[src/rtl/seq_det_pkg.sv]
// Shared types and constants for the programmable serial pattern detector.
package seq_det_pkg;

    typedef enum logic [1:0] {
        IDLE  = 2'd0,
        ARMED = 2'd1,
        DONE  = 2'd2
    } state_t;

    localparam logic [3:0] DEFAULT_PATTERN = 4'b1101;

endpackage

[src/rtl/seq_shift_matcher.sv]
// Serial history register, fill counter and pattern comparator (Mealy match).
module seq_shift_matcher
    import seq_det_pkg::*;
#(
    parameter int PAT_W = 4
) (
    input  logic             clk,
    input  logic             reset,
    input  logic             clr,
    input  logic             shift,
    input  logic             x,
    input  logic [PAT_W-1:0] pattern,
    input  logic             overlap,
    output logic             match
);

    localparam int FILL_W = $clog2(PAT_W);
    localparam logic [FILL_W-1:0] FILL_MAX = FILL_W'(PAT_W - 1);

    logic [PAT_W-2:0]  hist;
    logic [FILL_W-1:0] fill;
    logic [PAT_W-1:0]  window;

    // Window is the last PAT_W-1 bits plus the bit arriving this cycle.
    assign window = {hist, x};
    assign match  = shift && (fill == FILL_MAX) && (window == pattern);

    always_ff @(posedge clk or negedge reset) begin
        if (!reset) begin
            hist <= '0;
            fill <= '0;
        end else if (clr) begin
            hist <= '0;
            fill <= '0;
        end else if (shift) begin
            hist <= window[PAT_W-2:0];
            if (match && !overlap)
                fill <= '0;
            else if (fill != FILL_MAX)
                fill <= fill + 1'b1;
        end
    end

endmodule

[src/rtl/seq_det_ctrl.sv]
// Pattern detector controller: config handshake, arm/abort FSM, match counter.
module seq_det_ctrl
    import seq_det_pkg::*;
#(
    parameter int PAT_W = 4,
    parameter int CNT_W = 8
) (
    input  logic             clk,
    input  logic             reset,
    input  logic             cfg_valid,
    output logic             cfg_ready,
    input  logic [PAT_W-1:0] cfg_pattern,
    input  logic             cfg_overlap,
    input  logic [CNT_W-1:0] cfg_limit,
    input  logic             start,
    input  logic             abort,
    input  logic             x,
    input  logic             x_valid,
    output logic             y,
    output logic [CNT_W-1:0] match_count,
    output logic             busy,
    output logic             done
);

    state_t           state, state_nx;
    logic [PAT_W-1:0] pattern_q;
    logic             overlap_q;
    logic [CNT_W-1:0] limit_q;
    logic             cfg_loaded;
    logic             cfg_take;
    logic             arm;
    logic             shift;
    logic             match;
    logic [CNT_W-1:0] cnt_inc;

    seq_shift_matcher #(.PAT_W(PAT_W)) u_matcher (
        .clk     (clk),
        .reset   (reset),
        .clr     (arm),
        .shift   (shift),
        .x       (x),
        .pattern (pattern_q),
        .overlap (overlap_q),
        .match   (match)
    );

    assign cnt_inc = (match_count == '1) ? match_count : match_count + 1'b1;
    assign y       = match;

    always_ff @(posedge clk or negedge reset) begin
        if (!reset) state <= IDLE;
        else        state <= state_nx;
    end

    // A config offer in the same cycle as start wins; start is dropped.
    always_comb begin
        state_nx  = state;
        cfg_ready = 1'b1;
        busy      = 1'b0;
        done      = 1'b0;
        cfg_take  = 1'b0;
        arm       = 1'b0;
        shift     = 1'b0;
        case (state)
            IDLE: begin
                cfg_take = cfg_valid;
                arm      = start && !cfg_valid && cfg_loaded;
                if (arm) state_nx = ARMED;
            end
            ARMED: begin
                cfg_ready = 1'b0;
                busy      = 1'b1;
                shift     = x_valid && !abort;
                if (abort)
                    state_nx = IDLE;
                else if (match && (limit_q != '0) && (cnt_inc == limit_q))
                    state_nx = DONE;
            end
            DONE: begin
                done     = 1'b1;
                cfg_take = cfg_valid;
                arm      = start && !cfg_valid && !abort;
                if (abort)    state_nx = IDLE;
                else if (arm) state_nx = ARMED;
            end
            default: state_nx = IDLE;
        endcase
    end

    always_ff @(posedge clk or negedge reset) begin
        if (!reset) begin
            pattern_q  <= '0;
            overlap_q  <= 1'b0;
            limit_q    <= '0;
            cfg_loaded <= 1'b0;
        end else if (cfg_take) begin
            pattern_q  <= cfg_pattern;
            overlap_q  <= cfg_overlap;
            limit_q    <= cfg_limit;
            cfg_loaded <= 1'b1;
        end
    end

    always_ff @(posedge clk or negedge reset) begin
        if (!reset)     match_count <= '0;
        else if (arm)   match_count <= '0;
        else if (match) match_count <= cnt_inc;
    end

endmodule

[config.mk]
export PLATFORM = sky130hd
export DESIGN_NAME = seq_det_ctrl
export DESIGN_NICKNAME = d
export VERILOG_FILES = /design/src/rtl/seq_det_pkg.sv /design/src/rtl/seq_shift_matcher.sv /design/src/rtl/seq_det_ctrl.sv
export SDC_FILE = /design/constraint.sdc
export NUM_CORES = 1
export LEC_CHECK = 0
export CAP_MARGIN = 40
export CORE_ASPECT_RATIO = 0.8
export CORE_UTILIZATION = 25
export DETAILED_ROUTE_END_ITERATION = 7
export MAX_ROUTING_LAYER = met4
export PLACE_DENSITY_LB_ADDON = 0.3
export RECOVER_POWER = 50
export REMOVE_ABC_BUFFERS = 1
export SLEW_MARGIN = 20
export SYNTH_ARGS = -nofsm -noshare
export SYNTH_HDL_FRONTEND = slang
export SYNTH_SLANG_ARGS = --single-unit
export TNS_END_PERCENT = 1
[constraint.sdc]
create_clock -name clk -period 4.69 [get_ports clk]
set_clock_uncertainty 0.05 [all_clocks]
set_input_delay 0.469 -clock clk [delete_from_list [all_inputs] [get_ports clk]]
set_output_delay 0.469 -clock clk [all_outputs]
set_load 0.005 [all_outputs]
==> summary.txt, run 1 <==
Outcome
  – Status: complete, but fails checks
  – Failing checks: capacitance limit, slew limit

Critical path
  – Worst EP arrival: approximately 2.3 ns
  – Reg2Reg Launch Point: match_count[0]
  – Critical Path Source Type: input port
  – Worst R2R Path Depth: 7
  – Crit path capture type: primary output
  – Reg2Reg Setup Slack: between 2 and 2.5 ns
  – R2R Path End: state[0]
  – CP Class: in2out
  – CP Data Required Time: 4.17 ns
  – CP max FO: 7

Route
  – Remaining DRCs: 0
  – Routed len/inst: 13.7 um
  – ANT nets after route: 0
  – WL final: 4030 um
  – Routed vias: 1461
  – Vias per Instance: a little under 5
  – 1st-iter DRT viols: 92
  – Drt first pass iters: 4

Power
  – Maximum VDD drop: 0.000139 V
  – PnR Total Power: 0.616 mW
  – Leakage Power: between 0.8 and 0.9 nW
  – Power per cell area: 279 nW/um2

Synth
  – Number of synthesized flops with an enable pin: 0
  – Asr flop ratio synth: 100%
  – Synth top area share: 41.6%
  – Distinct cells, synth: 48
  – Largest cells by area after synthesis: dfrtp_1, mux2_2, nand2_1
  – Post-Syn Area: 1740 um2
  – Syn avg cell area: ~10 um2
  – Synth warnings: 0
  – Sequential area share after synthesis: 41.6%
  – Cell taking the most area after synthesis: dfrtp_1
  – Seq cells post-synth: 29
  – Post-synth top flop: dfrtp_1
  – Synthesized instance count: 178

Clock network
  – CTS tree: done
  – Inserted Clock Buffers: 5
  – Post-CTS sizing: 0
  – Cts hold-fix bufs: 0
  – Clock Tree Buf Depth: 2
  – H-tree depth: 2
  – Clock Sinks: 29
  – CTS clk-pin slew, worst paths: 0.05 ns
  – Post-CTS setup buffer count: 0
  – Worst skew pair latency: 0.27 ns
  – Clock root buffer: clkbuf_8

Global route
  – Pin count of the biggest net entering global routing: 30
  – Initial antenna violation count: 0
  – Grt ovf: 0
  – Gr usage total: 13.2%
  – Vias in the first global route: 1419
  – First-pass GRT wire length: roughly 7200 um

Timing
  – Worst Slack Setup Final: roughly 1.8 ns
  – FMAX: around 0.35 GHz
  – Fin crit period: 2.84 ns
  – Hold Vio Cnt, Final: 0
  – Slew Limit Fails: 30
  – Final period util: 60.6%
  – Final setup vio count: 0
  – Max_slew headroom: -2.08%
  – Setup TNS: 0 ns
  – Unrepaired setup endpoints after global routing: false
  – Tightest Pin Transition: 1.53 ns

Placement
  – Detailed placement HPWL: 3150 um
  – Pre-CTS setup slack: 1.84 ns
  – Port Buffer Count: 31
  – RD Place Congestion: 0.891
  – Area post-placement: around 2100 um2

Die
  – Number of core rows: 26
  – Total Die Area: 7310 um2
  – Die height: between 70 and 80 um
  – Core Box Area: about 6600 um2
  – Initial Util: 26.5%
  – Die X-Extent: 95.4 um
  – Top Ports: 32

Job
  – Max_cap viols: 1

Final layout
  – Post-Layout Inst Area: between 2000 and 2500 um2
  – Ant. Diodes: 0
  – # fillers: 682
  – Area of the multi-input gates: 961 um2
  – Share of cells above drive strength 1: between 10% and 20%
  – Synth-to-Final Area Change: 26.9%
  – Register Area: around 730 um2
  – Final nets: between 200 and 250

Min path
  – Hold Path Depth: 1
  – WHS Endpoint: cfg_loaded
  – Worst min-delay path category: reg2reg
  – Hold Crit Start: cfg_loaded
==> where the power goes <==
part	switching, mW	internal, mW
registers	0.0296	0.278
logic	0.0483	0.0620
clock network	0.0828	0.116
==> layout by cell type, fill, tap and decap left out, types with 3 or more instances in the layout <==
| cell | netlist | final |
|---|---|---|
| a211oi_1 | 3 | 3 |
| a21oi_1 | 10 | 10 |
| a311oi_1 | 3 | 3 |
| and3_1 | 3 | 3 |
| clkbuf_8 | 0 | 6 |
| clkdlybuf4s50_1 | 0 | 29 |
| dfrtp_1 | 29 | 29 |
| inv_1 | 4 | 4 |
| mux2_2 | 11 | 11 |
| mux2i_1 | 4 | 4 |
| nand2_1 | 20 | 20 |
| nand2b_1 | 5 | 5 |
| nand3_1 | 7 | 7 |
| nor2_1 | 7 | 7 |
| nor2b_1 | 3 | 3 |
| nor3_1 | 3 | 3 |
| o21ai_0 | 10 | 10 |
| xnor2_1 | 7 | 7 |
==> registers in the layout, summed over array words and instances, names as in the netlist <==
register and count:
limit_q 8, overlap_q 1, pattern_q 4, match_count 8, u_matcher.fill 2, cfg_loaded 1
u_matcher.hist 3, state 2
==> metal layers <==
metal / GRT usage, % / part of all wire [%] / up-vias
li1: - / - / 723
met1: 19.9 / 53 / 694
met2: 16.5 / 39 / 42
met3: 4.56 / 7.1 / 2
met4: 3.18 / 0.65 / 0
met5: - / 0 / -
==> cell families after synthesis <==
group | after synthesis | share of synthesized area, %
AOI/OAI and AO/OA | 43 | 16.8
xor gates and xnor gates | 9 | 4.52
adders and majority gates | 2 | 1.44
buffers and inverters | 12 | 3.23
DFF | 29 | 41.6
muxes | 15 | 9.40
and+or+nand+nor | 68 | 23.0
==> cell type report <==
type,count,area share (%)
inverter,4,0.679
multi-input combinational,137,43.4
sequential,29,32.8
timing repair buffer,33,14.4
tap,84,4.75
clock buffer,7,3.90
==> worst max-delay path by stage <==
stage,startpoint,end,cells past startpoint
final,abort,y,5
after global routing,abort,y,5
after CTS,abort,y,5
after detailed placement,abort,y,5
after global placement,abort,y,5
after floorplan,match_count[0],state[0],7
==> cell usage after synthesis (all sizes together), types with 2 or more instances <==
cell / instances
a211o: 2
a211oi: 3
a21oi: 10
a311oi: 3
a41oi: 2
and2b: 2
and3: 3
buf: 5
clkbuf: 3
dfrtp: 29
ha: 2
inv: 4
mux2: 11
mux2i: 4
nand2: 20
nand2b: 5
nand3: 7
nand3b: 2
nand4: 3
nor2: 8
nor2b: 3
nor3: 4
nor4: 3
o2111ai: 2
o21a: 2
o21ai: 10
o31ai: 2
or3: 2
xnor2: 7
xor2: 2
==> stage by stage <==
stage / instances / utilization (%) / hold slack (ns)
floorplan: 170 / - / 0.123
global placement: 286 / 32.3 / 0.436
detailed placement: 287 / 32.4 / 0.441
CTS: 294 / 33.7 / 0.454
global route: 294 / 33.7 / 0.476
finish: 294 / 33.7 / 0.461
==> worst max-delay path, stage by stage <==
cell and delay (ns):
clkdlybuf4s50_1 0.45, and4bb_2 0.40, nand4_4 0.15, nor2_2 0.29
clkdlybuf4s50_1 0.56
Power figures use the tool's default switching activity.
==> run 2: changes to the inputs <==
==> constraint.sdc (replaced) <==
create_clock -name clk -period 2.51 [get_ports clk]
set_clock_uncertainty 0.05 [all_clocks]
set_input_delay 0.251 -clock clk [delete_from_list [all_inputs] [get_ports clk]]
set_output_delay 0.251 -clock clk [all_outputs]
set_load 0.005 [all_outputs]
==> run 2 against run 1 <==
Net effect: the run still ends with capacitance limit, slew limit left; clock power rose by 110%; final area grew 2.3%; die area stayed put; worst setup slack lost 1.6 ns; count of clock-buffer cells in the layout stayed put; register-to-register slack got worse by 1.8 ns; non-clock buffer count increased by 5; critical path depth shrank 1; hold slack got worse by 0.0077 ns; utilization up 0.78 points; via count is 0.75% lower; first-iteration DRC count is 86% higher.
==> summary.txt, run 2 (synthesized netlist as in run 1, its figures left out) <==
Critical path
  – End of the critical path: y
  – CP Data Required Time: 2.21 ns (-1.96 ns)
  – Reg2Reg Launch Point: match_count[4]
  – Reg2Reg Setup Slack: 0.47 ns (-1.82 ns)
  – Worst EP arrival: 1.97 ns (-0.35 ns)
  – R2R Path End: state[0]
  – Worst R2R Path Depth: 6 (-1)
  – CP Class: reg2out
  – Crit path max-delay cell type: clkdlybuf4s50_1
  – Critical Path Source Type: flop
  – Crit-path max cell delay: 0.52 ns (-0.04 ns)
  – CP Cell Sequence: and4bb_2, nand4_4, nor2_2, clkdlybuf4s50_1
  – Critical Path Start: state[1]
  – Crit path capture type: primary output
  – CP max FO: 8 (+1)

Final layout
  – Final nets: 237 (+2.2%)
  – Commonest non-fill, non-tap cell in the layout: clkdlybuf4s50_1
  – Ant. Diodes: 0 (unchanged)
  – Most frequent cells in the layout: clkdlybuf4s50_1, dfrtp_1, nand2_1
  – Largest regs: limit_q x8, match_count x8, pattern_q x4
  – Synth-to-Final Area Change: 29.9%
  – Share of cells above drive strength 1: 14.8% (+2.4 points)

Global route
  – Pin count of the biggest net entering global routing: 30 (unchanged)
  – First-pass GRT wire length: 7070 um (-2.1%)
  – Initial antenna violation count: 0 (unchanged)
  – Vias in the first global route: 1333 (-6.1%)
  – Grt ovf: 0 (unchanged)
  – Gr usage total: 12.9% (-0.33 points)

Die
  – Die height: 76.7 um (unchanged)
  – Top Ports: 32 (unchanged)
  – Number of core rows: 26 (unchanged)
  – Total Die Area: 7310 um2 (unchanged)
  – Die X-Extent: 95.4 um (unchanged)
  – Initial Util: 26.5% (unchanged)
  – Core Box Area: 6570 um2 (unchanged)

Timing
  – Max_slew headroom: -6.95% (-4.9 points)
  – Setup TNS: 0 ns (unchanged)
  – Slew Limit Fails: 30 (unchanged)
  – FMAX: 0.440 GHz
  – Fin crit period: 2.27 ns
  – Unrepaired setup endpoints after global routing: false
  – Final period util: around nine tenths
  – Final setup vio count: 0 (unchanged)
  – Tightest Pin Transition: 1.60 ns (+0.0731 ns)
  – Hold Vio Cnt, Final: 0 (unchanged)
  – Worst Slack Setup Final: 0.236 ns (-1.61 ns)

Placement
  – Detailed placement HPWL: 3150 um (about the same)
  – Pre-CTS setup slack: 0.260 ns (-1.58 ns)
  – RD Place Congestion: 0.853 (-4.3%)
  – Port Buffer Count: 31 (unchanged)

Route
  – 1st-iter DRT viols: 171 (+86%)
  – ANT nets after route: 0 (unchanged)
  – WL final: 4080 um (+1.3%)
  – Routed len/inst: 13.6 um (-0.69%)
  – Vias per Instance: 4.83 (-2.7%)
  – Routed vias: 1450 (-0.75%)
  – Drt first pass iters: 4 (unchanged)
  – Remaining DRCs: 0 (unchanged)

Clock network
  – Cts hold-fix bufs: 0 (unchanged)
  – Clock root buffer: clkbuf_8
  – CTS tree: done
  – Clock Sinks: 29 (unchanged)
  – Worst skew pair latency: 0.27 ns (about the same)
  – Clock Tree Buf Depth: 2 (unchanged)
  – H-tree depth: 2 (unchanged)
  – Post-CTS setup buffer count: 0 (unchanged)
  – Post-CTS sizing: 0 (unchanged)
  – Inserted Clock Buffers: 5 (unchanged)
  – CTS clk-pin slew, worst paths: 0.06 ns (about the same)

Outcome
  – Status: complete, but fails checks
  – Failing checks: capacitance limit, slew limit

Power
  – PnR Total Power: 1.20 mW (+95%)
  – Maximum VDD drop: 0.000277 V (+99%)
  – Power per cell area: 531 nW/um2 (+91%)
  – Leakage Power: 0.889 nW (+3.9%)

Job
  – Max_cap viols: 1 (unchanged)

Min path
  – Hold Path Depth: 1 (unchanged)
  – Worst min-delay path category: reg2reg
-- run 2: report_power, final --
part	switching, mW	internal (mW)
logic	0.0923	0.116
clock network	0.172	0.247
registers	0.0554	0.518
-- run 2: final cells by class --
cell class | instances | area, um2
Fill cell | 686 | 4310
Multi-Input combinational cell | 137 | 961
Sequential cell | 29 | 726
Timing Repair Buffer | 38 | 355
Tap cell | 84 | 105
Clock buffer | 7 | 96.3
Inverter | 4 | 15.0
Clock inverter | 1 | 5.00
-- run 2: layer usage --
metal	share of wire, %	up-vias	track usage [%]
met3	4.9	2	3.57
met1	57	681	20.6
li1	-	734	-
met2	38	33	15.7
met4	0.34	0	2.27
met5	0	-	-
-- run 2: through the flow --
step                      cell area (um2)  std cells  utilization (%)  hold slack, ns
after global placement               2170        292             33.0           0.439
after detailed placement             2170        292             33.0           0.440
after floorplan                      1700        170                -         -0.0946
final                                2260        300             34.4           0.453
after CTS                            2270        300             34.6           0.342
after global routing                 2260        300             34.4           0.494
-- run 2: worst min path at each step --
| stage | from | end | slack, ns |
|---|---|---|---|
| global placement | cfg_loaded | cfg_loaded | 0.44 |
| CTS | reset | u_matcher.fill[1] | 0.34 |
| detailed placement | cfg_loaded | cfg_loaded | 0.44 |
| floorplan | reset | cfg_loaded | -0.09 |
| finish | cfg_loaded | cfg_loaded | 0.45 |
| global route | cfg_loaded | cfg_loaded | 0.49 |
-- run 2: worst max-delay path: cells and delay by family, from the launching register on --
kind / cells / cell delay, ns
flops: 1 / 0.44
simple gates: 3 / 0.74
buf+inv: 1 / 0.52
